$ cat config.mk
export PLATFORM = sky130hd
export DESIGN_NAME = action_fetch
export DESIGN_NICKNAME = d
export VERILOG_FILES = /design/src/rtl/action_fetch.sv
export SDC_FILE = /design/constraint.sdc
export NUM_CORES = 1
export LEC_CHECK = 0
export BUFFER_PORTS_ARGS = -buffer_cell sky130_fd_sc_hd__buf_2
export CAP_MARGIN = 20
export CORE_MARGIN = 2
export CORE_UTILIZATION = 54
export CTS_CLUSTER_SIZE = 30
export DETAILED_ROUTE_END_ITERATION = 12
export MAX_ROUTING_LAYER = met4
export PLACE_DENSITY = 0.82
export SETUP_SLACK_MARGIN = 0.3
export SLEW_MARGIN = 20
export SYNTH_ARGS = -nofsm -noshare
export SYNTH_HDL_FRONTEND = slang
export SYNTH_SLANG_ARGS = --single-unit
$ cat constraint.sdc
create_clock -name clock -period 2.7 [get_ports clock]
set_input_delay 0.54 -clock clock [delete_from_list [all_inputs] [get_ports clock]]
set_output_delay 0.54 -clock clock [all_outputs]
set_load 0.01 [all_outputs]
$ cat src/rtl/action_fetch.sv
// Read-side sequencer for the action RAM: streams a run of consecutive action
// words out through a valid/ready port, absorbing RAM latency in a 2-entry buffer.
module action_fetch #(
    parameter int ADDR_WIDTH = 8,
    parameter int DATA_WIDTH = 16
) (
    input  logic                  clock,
    input  logic                  reset,
    input  logic                  start,
    input  logic [ADDR_WIDTH-1:0] start_address,
    input  logic [ADDR_WIDTH:0]   length,
    input  logic                  abort,
    output logic                  busy,
    output logic                  done,
    output logic [ADDR_WIDTH-1:0] ram_read_address,
    input  logic [DATA_WIDTH-1:0] ram_d_out,
    output logic                  act_valid,
    input  logic                  act_ready,
    output logic [DATA_WIDTH-1:0] act_data
);

    typedef enum logic [1:0] {
        IDLE,
        FETCH,
        DRAIN,
        FINISH
    } state_t;

    state_t                state;
    logic [ADDR_WIDTH:0]   issue_count;
    logic [ADDR_WIDTH:0]   accept_count;
    logic                  vld_p1;
    logic [1:0]            occ;
    logic [1:0]            occ_n;
    logic [2:0]            credit_used;
    logic [DATA_WIDTH-1:0] tail_data;
    logic                  accept;
    logic                  issue_p0;
    logic                  capture_to_head;

    // A word leaving the buffer this cycle frees its slot in time for a read
    // issued now, which keeps the stream gap-free with only two entries.
    always_comb begin
        accept      = act_valid && act_ready;
        credit_used = {1'b0, occ} + {2'b00, vld_p1};
        issue_p0    = (state == FETCH) &&
                      ((credit_used < 3'd2) || (accept && (credit_used == 3'd2)));
        capture_to_head = (occ == 2'd0) || ((occ == 2'd1) && accept);
        occ_n = occ;
        case ({accept, vld_p1})
            2'b10:   occ_n = occ - 2'd1;
            2'b01:   occ_n = occ + 2'd1;
            default: occ_n = occ;
        endcase
    end

    // p0: address presented to the RAM; p1: RAM word valid, captured at this edge
    always_ff @(posedge clock) begin
        if (reset) begin
            state            <= IDLE;
            busy             <= 1'b0;
            done             <= 1'b0;
            ram_read_address <= '0;
            issue_count      <= '0;
            accept_count     <= '0;
            vld_p1           <= 1'b0;
            occ              <= 2'd0;
            act_valid        <= 1'b0;
        end else begin
            done      <= 1'b0;
            vld_p1    <= issue_p0;
            occ       <= occ_n;
            act_valid <= (occ_n != 2'd0);
            if (accept)
                accept_count <= accept_count - 1'b1;
            if (issue_p0) begin
                ram_read_address <= ram_read_address + 1'b1;
                issue_count      <= issue_count - 1'b1;
            end
            case (state)
                IDLE: begin
                    if (start) begin
                        if (length != '0) begin
                            state            <= FETCH;
                            busy             <= 1'b1;
                            ram_read_address <= start_address;
                            issue_count      <= length;
                            accept_count     <= length;
                        end else begin
                            state <= FINISH;
                            done  <= 1'b1;
                        end
                    end
                end
                FETCH: begin
                    if (issue_p0 && (issue_count == 1))
                        state <= DRAIN;
                end
                DRAIN: begin
                    if (accept && (accept_count == 1)) begin
                        state <= FINISH;
                        done  <= 1'b1;
                        busy  <= 1'b0;
                    end
                end
                FINISH: begin
                    state <= IDLE;
                end
                default: state <= IDLE;
            endcase
            // Abort drops everything in flight and leaves without a done pulse.
            if (abort && busy) begin
                state     <= IDLE;
                busy      <= 1'b0;
                done      <= 1'b0;
                vld_p1    <= 1'b0;
                occ       <= 2'd0;
                act_valid <= 1'b0;
            end
        end
    end

    // Buffer: act_data is the head entry, tail_data the second entry.
    always_ff @(posedge clock) begin
        if (reset) begin
            act_data <= '0;
        end else begin
            if (vld_p1 && capture_to_head)
                act_data <= ram_d_out;
            else if (accept && (occ == 2'd2))
                act_data <= tail_data;
            if (vld_p1 && !capture_to_head)
                tail_data <= ram_d_out;
        end
    end

endmodule
==> impl_metrics.env, run 1 <==
export IMPL_cpLargestDelayFamily="simple AND/OR/NAND/NOR gates"
export IMPL_synth_nets=389
export IMPL_min_period_ns=2.14
export IMPL_cp_max_fo=8
export IMPL_cp_common_cell="ha_1"
export IMPL_wl_um=6950
export IMPL_final_cell_mix="buf_2, dfxtp_1, nor2_1"
export IMPL_critPathBufInv=1
export IMPL_drt_iter0_drc=164
export IMPL_grt_pass1_vias=2512
export IMPL_cp_num_cells=7
export IMPL_cts_root_buffer="clkbuf_8"
export IMPL_dieArea_sq_mm=0.00641
export IMPL_first_pass_iters=4
export IMPL_max_cap_violations=0
export IMPL_rows=27
export IMPL_final_period_utilization=0.792
export IMPL_critPathSlowestCell="or4b_1"
export IMPL_clk_latency_ns=0.35
export IMPL_io_buffers=64
export IMPL_clock_sinks=66
export IMPL_start_util=0.564
export IMPL_yosysWarnings=0
export IMPL_slew_violations=0
export IMPL_async_flop_share=0
export IMPL_required_ns=2.97
export IMPL_critical_path_max_stage_delay_ns=0.56
export IMPL_ant_nets=0
export IMPL_final_common_cell="buf_2"
export IMPL_routabilityCongestion=0.830
export IMPL_synth_seq_area_share=0.474
export IMPL_fmax_ghz=0.467
export IMPL_cts_tree="built"
export IMPL_path_class="reg2reg"
export IMPL_io_pins=65
export IMPL_syn_to_final_growth_pct=18.5
export IMPL_fin_hold_ws_ns=0.375
export IMPL_setup_viol=0
export IMPL_r2r_start="occ[0]"
export IMPL_timing_final_hold_violations=0
export IMPL_synth_main_ff_cell="dfxtp_1"
export IMPL_crit_chain="ha_1 > inv_1 > ha_1 > a31oi_4 > or4b_1 > xor2_1 > a211oi_1"
export IMPL_regArea_sq_mm=0.00148
export IMPL_synth_top_area_frac=0.320
export IMPL_antenna_found_initial=0
export IMPL_rsz0062_at_grt="false"
export IMPL_synth_ff_latch_count=66
export IMPL_startpoint="occ[0]"
export IMPL_post_dp_hpwl_um=4920
export IMPL_grt_pass1_wl_um=11400
export IMPL_status="complete, no violations"
export IMPL_synth_cell_types=42
export IMPL_tns_ns=0
export IMPL_die_y_um=80.1
export IMPL_end_kind="register"
export IMPL_grt_max_degree=38
export IMPL_p_per_area_mw_per_mm2=850
export IMPL_drive_gt1_frac=0.228
export IMPL_finalPower_mw=3.15
export IMPL_cts_hold_fix_buffers=0
export IMPL_cts_made_buffers=9
export IMPL_slew_headroom=0.538
export IMPL_reg2reg_depth=7
export IMPL_whs_path_depth=1
export IMPL_coreArea_sq_mm=0.00554
export IMPL_postSynthAreaPerCell_sq_um=9.33
export IMPL_cts_resized=0
export IMPL_start_kind="register"
export IMPL_placed_area_sq_mm=0.00352
export IMPL_vias_per_cell=5.65
export IMPL_hold_path_startpoint="ram_d_out[2]"
export IMPL_nets=449
export IMPL_critPathArrivalTime_ns=2.41
export IMPL_ir_worst_vdd_mv=0.411
export IMPL_wl_per_cell_um=14.7
export IMPL_n_antenna_cell=0
export IMPL_gr_usage_all_layers=0.237
export IMPL_hp_class="in2reg"
export IMPL_fin_skew_ns=0.0102
export IMPL_synth_edf_count=16
export IMPL_via_count=2666
export IMPL_yosys_area_top_type="dfxtp_1"
export IMPL_syn_area_sq_mm=0.00313
export IMPL_multi_input_area_sq_mm=0.00152
export IMPL_leakage_nw=1.44
export IMPL_htreeDepth=3
export IMPL_cts_setup_buffers=0
export IMPL_synthCells=335
export IMPL_worstMarginPinSlew_ns=0.693
export IMPL_die_w_um=80.1
export IMPL_drc=0
export IMPL_globalRouteOverflowTotal=0
export IMPL_path_clk_slew_ns=0.08
export IMPL_clk_path_buf_depth=2
export IMPL_finalInstanceArea_sq_mm=0.00370
export IMPL_fill_cells=443
export IMPL_synth_top_cells_by_area="dfxtp_1, edfxtp_1, ha_1"
## power breakdown
| group | total, mW | switching, mW | internal, mW |
|---|---|---|---|
| Combinational | 0.994 | 0.557 | 0.437 |
| Clock | 0.810 | 0.386 | 0.424 |
| Sequential | 1.34 | 0.150 | 1.19 |
## sequential cells by signal (all words and copies together), names as in the netlist, 2 cells and up
signal,count
issue_count,9
act_data,16
accept_count,9
ram_read_address,8
state,2
tail_data,16
occ,2
## cell type report
cell class                 instances  share of cell area
clock buffer                      11              0.0355
multi-input combinational        235               0.411
timing repair buffer              69               0.100
tap                               72              0.0243
inverter                          14              0.0142
clock inverter                     5              0.0149
sequential                        66               0.400
## worst paths after layout
path                         endpoint  slack [ns]
hold / removal           tail_data[2]        0.38
hold reg to reg           act_data[1]        0.48
setup / recovery  ram_read_address[6]        0.56
setup reg to reg  ram_read_address[6]        0.56
## routing by layer
layer  vias up  wire length (um)  global-route usage
li1       1329                 -                   -
met1      1260              3010               0.289
met2        68              3420               0.373
met3         9               406              0.0551
met4         0               109               0.115
met5         -                 0                   -
## kinds of logic (layout without fill, tap and decap cells)
logic type,count (synthesis),count (layout),share of synthesized area
AOI/OAI and AO/OA,71,71,0.169
xor gates and xnor gates,22,22,0.0616
adders and majority gates,16,16,0.0641
buffers and inverters,34,99,0.0408
DFF,66,66,0.474
muxes,1,1,0.00320
and+or+nand+nor,125,125,0.187
## synthesized netlist by cell type (3+ instances only)
master    instances
a211oi_1          7
a21oi_1          23
a311oi_1         17
buf_1             5
clkbuf_1         15
dfxtp_1          50
edfxtp_1         16
ha_1             16
inv_1            13
nand2_1          32
nand3_1          28
nand4_1           4
nor2_1           36
nor2b_1           3
nor3_1            8
nor4_1            4
o21bai_1          7
xnor2_1          12
xor2_1           10
## through the flow
step / instances / utilization / setup slack (ns)
final: 472 / 0.668 / 0.561
after global routing: 472 / 0.668 / 0.429
after CTS: 472 / 0.668 / 0.555
after detailed placement: 456 / 0.635 / 0.516
after global placement: 456 / 0.635 / 0.588
after floorplan: 335 / - / 0.685
No activity file was read; power rests on OpenSTA's default activity.
==> run 2, diff against run 1 <==
==> constraint.sdc (replaced) <==
create_clock -name clock -period 2.1 [get_ports clock]
set_input_delay 0.42 -clock clock [delete_from_list [all_inputs] [get_ports clock]]
set_output_delay 0.42 -clock clock [all_outputs]
set_load 0.01 [all_outputs]
==> run 2 against run 1 <==
Clock power grew 28%. Clock skew is essentially flat. Register-to-register slack got worse by 0.45 ns. Cell count rose by 2.8%. Highest routed layer unchanged. Via count grew 2.3%. Cell area grew 5.9%. Critical path depth shrank 2. Non-clock buffer count increased by 13. Largest power group unchanged. Sequential power rose by 29%.
==> impl_metrics.env, run 2 (same netlist as run 1, synthesis figures left out) <==
export IMPL_first_pass_iters=4
export IMPL_post_dp_hpwl_um=5070
export IMPL_cts_made_buffers=9
export IMPL_reg_top3="act_data x16, tail_data x16"
export IMPL_leakage_nw=1.53
export IMPL_nets=462
export IMPL_htreeDepth=3
export IMPL_grt_pass1_wl_um=11800
export IMPL_p_per_area_mw_per_mm2=1100
export IMPL_max_cap_violations=0
export IMPL_critPathArrivalTime_ns=2.26
export IMPL_placed_area_sq_mm=0.00364
export IMPL_cts_hold_fix_buffers=0
export IMPL_globalRouteOverflowTotal=0
export IMPL_cts_tree="built"
export IMPL_coreArea_sq_mm=0.00554
export IMPL_grt_pass1_vias=2508
export IMPL_drc=0
export IMPL_routabilityCongestion=0.928
export IMPL_final_cell_mix="buf_2, dfxtp_1, nor2_1"
export IMPL_timing_final_hold_violations=0
export IMPL_slew_violations=0
export IMPL_n_antenna_cell=0
export IMPL_status="complete, no violations"
export IMPL_start_kind="register"
export IMPL_ir_worst_vdd_mv=0.739
export IMPL_final_common_cell="buf_2"
export IMPL_pwr_share_seq=0.403
export IMPL_cp_max_fo=3
export IMPL_cts_root_buffer="clkbuf_8"
export IMPL_finalInstanceArea_sq_mm=0.00392
export IMPL_fmax_ghz=0.502
export IMPL_final_period_utilization=0.949
export IMPL_clk_path_buf_depth=2
export IMPL_antenna_found_initial=0
export IMPL_vias_per_cell=5.62
export IMPL_min_period_ns=1.99
export IMPL_setup_viol=0
export IMPL_required_ns=2.37
export IMPL_hp_class="in2reg"
export IMPL_dieArea_sq_mm=0.00641
export IMPL_drive_gt1_frac=0.305
export IMPL_die_y_um=80.1
export IMPL_wl_per_cell_um=15.4
export IMPL_tns_ns=0
export IMPL_clock_sinks=66
export IMPL_net_switching_power_mw=1.51
export IMPL_io_buffers=64
export IMPL_grt_max_degree=33
export IMPL_start_util=0.564
export IMPL_drt_iter0_drc=164
export IMPL_slew_headroom=0.708
export IMPL_syn_to_final_growth_pct=25.4
export IMPL_power_share_switching=0.351
export IMPL_p_int_mw=2.79
export IMPL_ant_nets=0
export IMPL_power_frac_comb=0.356
export IMPL_path_class="reg2reg"
export IMPL_clk_latency_ns=0.36
export IMPL_via_count=2727
export IMPL_rsz0062_at_grt="true"
export IMPL_end_kind="register"
export IMPL_rows=27
export IMPL_worstMarginPinSlew_ns=0.438
export IMPL_io_pins=65
export IMPL_path_clk_slew_ns=0.07
export IMPL_die_w_um=80.1
export IMPL_wl_um=7470
export IMPL_gr_usage_all_layers=0.246
export IMPL_clkPwrFrac=0.241
export IMPL_fin_skew_ns=0.00987
==> run 2: worst max-delay path, cell delays in order (launching register included) <==
cell and delay [ns]:
dfxtp_2 0.32, or4_4 0.53, or3_4 0.37, o41ai_4 0.28, nand2_2 0.13, a221oi_2 0.27
==> run 2: area by class of cell <==
cell class                 count  area, sq um
sequential                    66         1490
clock inverter                 5         55.1
multi-input combinational    235         1620
timing repair buffer          82          484
fill                         418         1620
inverter                      14         52.6
clock buffer                  11          131
tap                           72         90.1
==> run 2: what timing repair did <==
action                                  CTS  global route
pin swaps                                 2             2
resized for setup                         6             9
endpoints found under the setup margin    7            26
setup buffers                             4             2
==> run 2: path summary, 6_finish.rpt <==
check                 start      endpoint  slack, ns  depth (start not counted)
max          issue_count[5]      state[0]       0.11                          5
max reg2reg  issue_count[5]      state[0]       0.11                          5
min            ram_d_out[2]  tail_data[2]       0.25                          1
min reg2reg    act_data[11]  act_data[11]       0.48                          2
==> run 2: layer usage <==
| layer | vias up | global-route usage | share of wire |
|---|---|---|---|
| met5 | - | - | 0 |
| met4 | 0 | 0.0915 | 0.025 |
| met3 | 18 | 0.0652 | 0.057 |
| met2 | 92 | 0.367 | 0.47 |
| met1 | 1265 | 0.323 | 0.45 |
| li1 | 1352 | - | - |
==> run 2: power groups by stage <==
stage	Combinational (mW)	Sequential [mW]	Clock [mW]
global route	1.68	1.76	1.10
floorplan	0.887	1.77	0
global placement	1.29	1.74	0
CTS	1.43	1.72	1.04
finish	1.53	1.73	1.04
detailed placement	1.33	1.75	0
==> run 2: per-stage QoR <==
| stage | hold WS [ns] | setup slack (ns) | power, mW | cells | utilization |
|---|---|---|---|---|---|
| 3_5_place_dp | 0.471 | 0.119 | 3.08 | 463 | 0.657 |
| 6_report | 0.252 | 0.107 | 4.30 | 485 | 0.708 |
| 5_1_grt | 0.235 | 0.0554 | 4.55 | 485 | 0.708 |
| 4_1_cts | 0.248 | 0.143 | 4.19 | 483 | 0.699 |
| 3_3_place_gp | 0.470 | 0.169 | 3.03 | 463 | 0.657 |
| 2_1_floorplan | 0.494 | 0.219 | 2.66 | 335 | - |
